[config.mk]
export PLATFORM = sky130hd
export DESIGN_NAME = seg7_sequence_monitor
export DESIGN_NICKNAME = d
export VERILOG_FILES = /design/src/rtl/seg7_pkg.sv /design/src/rtl/seg7_decode.sv /design/src/rtl/seg7_sequence_monitor.sv
export SDC_FILE = /design/constraint.sdc
export NUM_CORES = 1
export LEC_CHECK = 0
export ABC_CLOCK_PERIOD_IN_PS = 1900
export CAP_MARGIN = 30
export CORE_MARGIN = 4
export CORE_UTILIZATION = 45
export DETAILED_ROUTE_END_ITERATION = 8
export HOLD_SLACK_MARGIN = 0.15
export PLACE_DENSITY_LB_ADDON = 0.2
export SETUP_SLACK_MARGIN = 0.3
export SYNTH_ARGS = -nofsm -noshare
export SYNTH_HDL_FRONTEND = slang
export SYNTH_SLANG_ARGS = --single-unit
[constraint.sdc]
create_clock -name CLK -period 1.9 [get_ports CLK]
set_input_delay 0.19 -clock CLK [delete_from_list [all_inputs] [get_ports CLK]]
set_output_delay 0.19 -clock CLK [all_outputs]
set_load 0.05 [all_outputs]
[src/rtl/seg7_pkg.sv]
// rtl/seg7_pkg.sv - shared types, segment patterns and digit helper for the 7-segment monitor
package seg7_pkg;

  typedef enum logic [1:0] {
    HUNT   = 2'd0,
    TRACK  = 2'd1,
    LOCKED = 2'd2
  } mon_state_t;

  // Segment order {A,B,C,D,E,F,G}, bit 6 = A, active-high
  localparam logic [6:0] SEG_DIG0 = 7'b1111110;
  localparam logic [6:0] SEG_DIG1 = 7'b0110000;
  localparam logic [6:0] SEG_DIG2 = 7'b1101101;
  localparam logic [6:0] SEG_DIG3 = 7'b1111001;
  localparam logic [6:0] SEG_DIG4 = 7'b0110011;
  localparam logic [6:0] SEG_DIG5 = 7'b1011011;

  function automatic logic [2:0] next_digit(input logic [2:0] p);
    return (p == 3'd5) ? 3'd0 : p + 3'd1;
  endfunction

endpackage

[src/rtl/seg7_decode.sv]
// rtl/seg7_decode.sv - combinational segment-pattern to digit 0..5 decoder
module seg7_decode
  import seg7_pkg::*;
(
  input  logic [6:0] seg,
  output logic [2:0] digit,
  output logic       valid
);

  always_comb begin
    digit = 3'd0;
    valid = 1'b1;
    case (seg)
      SEG_DIG0: digit = 3'd0;
      SEG_DIG1: digit = 3'd1;
      SEG_DIG2: digit = 3'd2;
      SEG_DIG3: digit = 3'd3;
      SEG_DIG4: digit = 3'd4;
      SEG_DIG5: digit = 3'd5;
      default:  valid = 1'b0;
    endcase
  end

endmodule

[src/rtl/seg7_sequence_monitor.sv]
// rtl/seg7_sequence_monitor.sv - checks the sampled 7-segment digit stream holds or advances by one mod 6
module seg7_sequence_monitor
  import seg7_pkg::*;
#(
  parameter bit          ACTIVE_LOW = 1'b0,
  parameter int unsigned LOCK_ADV   = 3,
  parameter int unsigned CNT_W      = 8
) (
  input  logic             CLK,
  input  logic             RESET,
  input  logic             SEG_VALID,
  input  logic [6:0]       SEG,
  input  logic             CLR_CNT,
  output logic [2:0]       DIGIT,
  output logic             DIGIT_VALID,
  output logic             LOCKED,
  output logic             WRAP,
  output logic             ERR,
  output logic             BAD_PAT,
  output logic [CNT_W-1:0] WRAP_COUNT,
  output logic [CNT_W-1:0] ERR_COUNT
);

  localparam logic [3:0] LOCK_ADV_W = 4'(LOCK_ADV);

  logic [6:0] seg_pol;
  logic [2:0] dec_digit;
  logic       dec_valid;

  assign seg_pol = ACTIVE_LOW ? ~SEG : SEG;

  seg7_decode u_decode (
    .seg   (seg_pol),
    .digit (dec_digit),
    .valid (dec_valid)
  );

  mon_state_t       state_q, state_d;
  logic [3:0]       run_q, run_d;
  logic [2:0]       digit_q, digit_d;
  logic             dv_q, dv_d;
  logic             wrap_q, wrap_d;
  logic             err_q, err_d;
  logic             bad_q, bad_d;
  logic [CNT_W-1:0] wrap_cnt_q, wrap_cnt_d;
  logic [CNT_W-1:0] err_cnt_q, err_cnt_d;

  logic       is_hold, is_adv;
  logic [3:0] run_inc;

  assign is_hold = (dec_digit == digit_q);
  assign is_adv  = (dec_digit == next_digit(digit_q));
  assign run_inc = run_q + 4'd1;

  always_comb begin
    state_d = state_q;
    run_d   = run_q;
    digit_d = digit_q;
    dv_d    = dv_q;
    wrap_d  = 1'b0;
    err_d   = 1'b0;
    bad_d   = 1'b0;
    case (state_q)
      HUNT: if (SEG_VALID) begin
        if (dec_valid) begin
          digit_d = dec_digit;
          dv_d    = 1'b1;
          run_d   = 4'd0;
          state_d = TRACK;
        end else begin
          bad_d = 1'b1;
          dv_d  = 1'b0;
        end
      end
      TRACK: if (SEG_VALID) begin
        if (!dec_valid) begin
          bad_d   = 1'b1;
          dv_d    = 1'b0;
          state_d = HUNT;
        end else if (is_hold) begin
          digit_d = dec_digit;
        end else if (is_adv) begin
          digit_d = dec_digit;
          run_d   = run_inc;
          if (run_inc == LOCK_ADV_W) state_d = seg7_pkg::LOCKED;
        end else begin
          digit_d = dec_digit;
          run_d   = 4'd0;
        end
      end
      seg7_pkg::LOCKED: if (SEG_VALID) begin
        if (!dec_valid) begin
          err_d   = 1'b1;
          bad_d   = 1'b1;
          dv_d    = 1'b0;
          state_d = HUNT;
        end else if (is_hold || is_adv) begin
          digit_d = dec_digit;
          wrap_d  = is_adv && (digit_q == 3'd5);
        end else begin
          err_d   = 1'b1;
          digit_d = dec_digit;
          run_d   = 4'd0;
          state_d = TRACK;
        end
      end
      default: begin
        state_d = HUNT;
        run_d   = 4'd0;
        dv_d    = 1'b0;
      end
    endcase
  end

  // A clear wins over a same-edge event; the event pulse itself is unaffected
  always_comb begin
    wrap_cnt_d = wrap_cnt_q;
    err_cnt_d  = err_cnt_q;
    if (CLR_CNT) begin
      wrap_cnt_d = '0;
      err_cnt_d  = '0;
    end else begin
      if (wrap_d) wrap_cnt_d = wrap_cnt_q + CNT_W'(1);
      if (err_d && (err_cnt_q != '1)) err_cnt_d = err_cnt_q + CNT_W'(1);
    end
  end

  always_ff @(posedge CLK or posedge RESET) begin
    if (RESET) begin
      state_q    <= HUNT;
      run_q      <= 4'd0;
      digit_q    <= 3'd0;
      dv_q       <= 1'b0;
      wrap_q     <= 1'b0;
      err_q      <= 1'b0;
      bad_q      <= 1'b0;
      wrap_cnt_q <= '0;
      err_cnt_q  <= '0;
    end else begin
      state_q    <= state_d;
      run_q      <= run_d;
      digit_q    <= digit_d;
      dv_q       <= dv_d;
      wrap_q     <= wrap_d;
      err_q      <= err_d;
      bad_q      <= bad_d;
      wrap_cnt_q <= wrap_cnt_d;
      err_cnt_q  <= err_cnt_d;
    end
  end

  assign DIGIT       = digit_q;
  assign DIGIT_VALID = dv_q;
  assign LOCKED      = (state_q == seg7_pkg::LOCKED);
  assign WRAP        = wrap_q;
  assign ERR         = err_q;
  assign BAD_PAT     = bad_q;
  assign WRAP_COUNT  = wrap_cnt_q;
  assign ERR_COUNT   = err_cnt_q;

endmodule

==> reports/metrics.csv, run 1 <==
stage;metric;value;unit
cts;clk slew on worst S/H paths;70;ps
routing;Routed WL;5.679;mm
finish;nets@finish;318;
floorplanning;Die Width;72.80;um
routing;routed len/inst;16.27;um
critical_path;FF-to-FF End;run_q[3];
power;sw frac;36.40;%
timing;min cycle time layout;2016;ps
routing;Residual DRC;0;
critical_path;startpoint types;input port;
global_routing;first-pass GRT wire length;8.963;mm
floorplanning;initial core utilization;46.89;%
placement;DP HPWL;3.481;mm
routing;Post-DRT Antenna Nets;0;
timing;Slew Limit Fails;0;
floorplanning;Core Area;4029;sq um
power;sequential power share;28.4;%
floorplanning;die footprint;5299;sq um
flow_run;max_cap viols;0;
placement;DP Worst Slack;-877.0;ps
timing;fin crit share;106.1;%
cts;Max clock buf depth;2;
finish;Antenna Cells;0;
timing;worst rel slew slack;66.40;%
synth;top-area cell type share of the netlist area;38.41;%
synth;synthesized cell area;1889;sq um
timing;worst clock skew;4.780;ps
critical_path;Setup CP Type;input port to flip-flop;
finish;filler instances;282;
critical_path;Worst R2R Setup Slack;-100;ps
critical_path;CP delay by family, top;compound AO/OA/AOI/OAI gates;
synth;Post-Synthesis Cells;201;
synth;Post-Syn Nets;221;
placement;number of port buffers;34;
routing;vias;1963;
power;Leakage;1.453;nW
routing;DR pass1 iterations;4;
cts;CTS tree;built;
floorplanning;I/O pin count;35;
synth;post-synth top area cell;dfrtp_1;
power;VDD IR max;521.8;uV
routing;starting DRC count in detailed routing;96;
power;internal power;0.001568;W
power;Clock power frac;27.2;%
synth;top-count cell post-synth;dfrtp_1;
timing;PnR worst setup slack;-116.4;ps
cts;clk_lat worst skew;290;ps
synth;warning count from the yosys run;0;
synth;register bit total from synthesis;29;
global_routing;GRT overflow;0;
synth;top_reg_cell synth;dfrtp_1;
cts;TritonCTS Buffers;5;
critical_path;Buf/Inv on CP;3;
cts;root buf cell;clkbuf_8;
timing;Worst Max-Slew Pin Slew;506.0;ps
finish;synth-to-layout area growth;65.10;%
power;combinational group share of total power;44.4;%
finish;layout cells sized above 1;46.49;%
synth;Post-synth top cells;dfrtp_1 (29), nor2_1 (18), nand2_1 (15);
cts;clk sinks;29;
critical_path;FF-to-FF path depth;9;
timing;Hold Vio Cnt, Final;0;
global_routing;number of global-route vias before repair;1931;
critical_path;CP Capture Type;flip-flop;
critical_path;worst path required time;2080;ps
critical_path;cell count along the critical path;10;
synth;synth unique cells;50;
timing;Final setup viols;16;
floorplanning;Vert. Die Dim;72.80;um
critical_path;Crit Path Max Fanout;5;
synth;Post-synth EDFFs;0;
placement;DP Area;2695;sq um
critical_path;max incr delay on CP;540;ps
power;PwrDens;790.2;nW/um^2
routing;Vias/cell;5.625;
critical_path;Worst EP arrival;2190;ps
hold_path;min-delay worst type;input port to async pin;
global_routing;initial antenna violation count;0;
synth;Synth async-reset ratio;100.0;%
power;net load switching power;0.0008971;W
global_routing;largest net degree at the start of global routing;30;
critical_path;origin of the critical flop-to-flop path;DIGIT[1];
placement;routability cong.;0.8392;
floorplanning;Core Rows;23;
timing;fmax;495.9;MHz
status;status;complete, but fails checks;
synth;Area contributors post-synth;dfrtp_1 (38%), ha_1 (6.0%), nor2_1 (3.6%), nand4_1 (3.3%), nand2_1 (3.0%);
synth;Mean Syn Cell Area;9.400;sq um
status;failing checks;negative setup slack;
global_routing;GRT Resource Usage Total;21.66;%
finish;finished layout cell area;3119;sq um
timing;RSZ-0062 raised after global routing;true;
cts;CTS H-Tree Depth;2;
critical_path;CP cell instances;buf_8 -> or4_4 -> o22a_1 -> o311a_1 -> nand2_2 -> buf_6 -> nand4_1 -> a21o_1 -> buf_4 -> a211o_1;
synth;post-synthesis sequential area ratio;38.41;%
critical_path;Worst path slowest cell;or4_4;
==> tightest hold or removal path, delay by kind of cell <==
kind     cells  cell delay [ps]
buf+inv      3              820
==> logic make-up after synthesis <==
kind of cell	Yosys count	share of synthesized area (%)
adders and majority gates	9	5.960
xor gates and xnor gates	11	5.099
DFF	29	38.41
buffers and inverters	17	3.907
and+or+nand+nor	87	26.03
AOI/OAI and AO/OA	38	14.77
muxes	10	5.828
==> per-stage QoR <==
stage,util [%],setup TNS [ps],total power (W),hold WS [ps],std cells
floorplan,-,-915.1,0.001300,267.7,201
global placement,66.89,-18570,0.001536,526.2,322
detailed placement,66.89,-19060,0.001561,536.0,322
CTS,75.31,-469.9,0.002429,297.5,344
global route,77.42,-2304,0.002579,337.3,349
finish,77.42,-913.4,0.002465,298.2,349
==> worst max path at each step <==
stage | startpoint | endpoint | slack (ps)
finish | SEG[3] | run_q[3] | -120
CTS | SEG[3] | run_q[3] | -60
global placement | SEG[3] | state_q[0] | -820
global route | DIGIT[1] | ERR_COUNT[7] | -170
detailed placement | SEG[6] | run_q[0] | -880
floorplan | SEG[6] | run_q[0] | -150
==> final cells by class <==
class | instances | area, sq um | area share [%]
well taps | 50 | 62.56 | 2.006
multi-input cells | 156 | 1378 | 44.16
repair buffers | 97 | 797.0 | 25.55
clock buffers | 5 | 68.82 | 2.206
inverters | 9 | 33.78 | 1.083
clock inverters | 3 | 46.29 | 1.484
flip-flops and latches | 29 | 733.2 | 23.51
==> power groups by stage <==
stage / Clock, W / Combinational [W] / Sequential [W]
after floorplan: 0 / 0.000484 / 0.000816
after global placement: 0 / 0.000825 / 0.000711
after detailed placement: 0 / 0.000847 / 0.000714
after CTS: 0.000676 / 0.00105 / 0.000702
after global routing: 0.000701 / 0.00117 / 0.000707
final: 0.000670 / 0.00109 / 0.000700
==> sequential cells by signal, summed over array words and instances (netlist names) <==
signal	flops
run_q	4
BAD_PAT	1
ERR	1
DIGIT	3
DIGIT_VALID	1
state_q	2
WRAP	1
ERR_COUNT	8
WRAP_COUNT	8
==> per-layer routing <==
layer / global-route usage [%] / wire length [um] / vias to the layer above
li1: - / - / 932
met1: 28.15 / 2530 / 961
met2: 36.37 / 2820 / 62
met3: 4.545 / 253 / 8
met4: 6.148 / 74 / 0
met5: 0 / 0 / -
==> placed cells by master, fill, tap and decap left out, types with 3 or more instances in the layout <==
cell type,Yosys,layout
mux2_4,0,8
clkdlybuf4s50_1,0,3
and3_1,4,4
nand4_1,10,10
xor2_1,6,6
or4_4,0,4
a21oi_4,1,3
dfrtp_2,0,6
buf_2,2,5
dlygate4sd2_1,0,22
a21oi_1,9,4
nor2b_1,4,4
ha_1,9,8
nand3_1,6,3
nand3_2,0,3
nand3b_1,4,4
nor2_1,18,18
nand2b_1,3,3
buf_4,0,54
buf_6,1,10
a21oi_2,1,5
dfrtp_1,29,23
nor3b_2,1,3
nand2_1,15,14
xnor2_2,0,3
clkbuf_8,0,5
o31ai_1,6,4
inv_1,9,7
==> what timing repair did <==
item | 4_1_cts | 5_1_grt
pin swaps | 28 | 12
endpoints found under the setup margin | 52 | 28
cloned | 2 | 0
hold buffers | 0 | 0
resized for setup | 89 | 12
buffers inserted | 12 | 5
Note: power is estimated with default switching activity, not from simulation.
==> run 2, diff against run 1 <==
--- a/config.mk
+++ b/config.mk
@@ -6,7 +6,7 @@
 export NUM_CORES = 1
 export LEC_CHECK = 0
 export ABC_CLOCK_PERIOD_IN_PS = 1900
-export CAP_MARGIN = 30
+export CAP_MARGIN = 20
 export CORE_MARGIN = 4
 export CORE_UTILIZATION = 45
 export DETAILED_ROUTE_END_ITERATION = 8
==> results of run 2 <==
The final DEF is identical to that of run 1; final timing and power are the same.
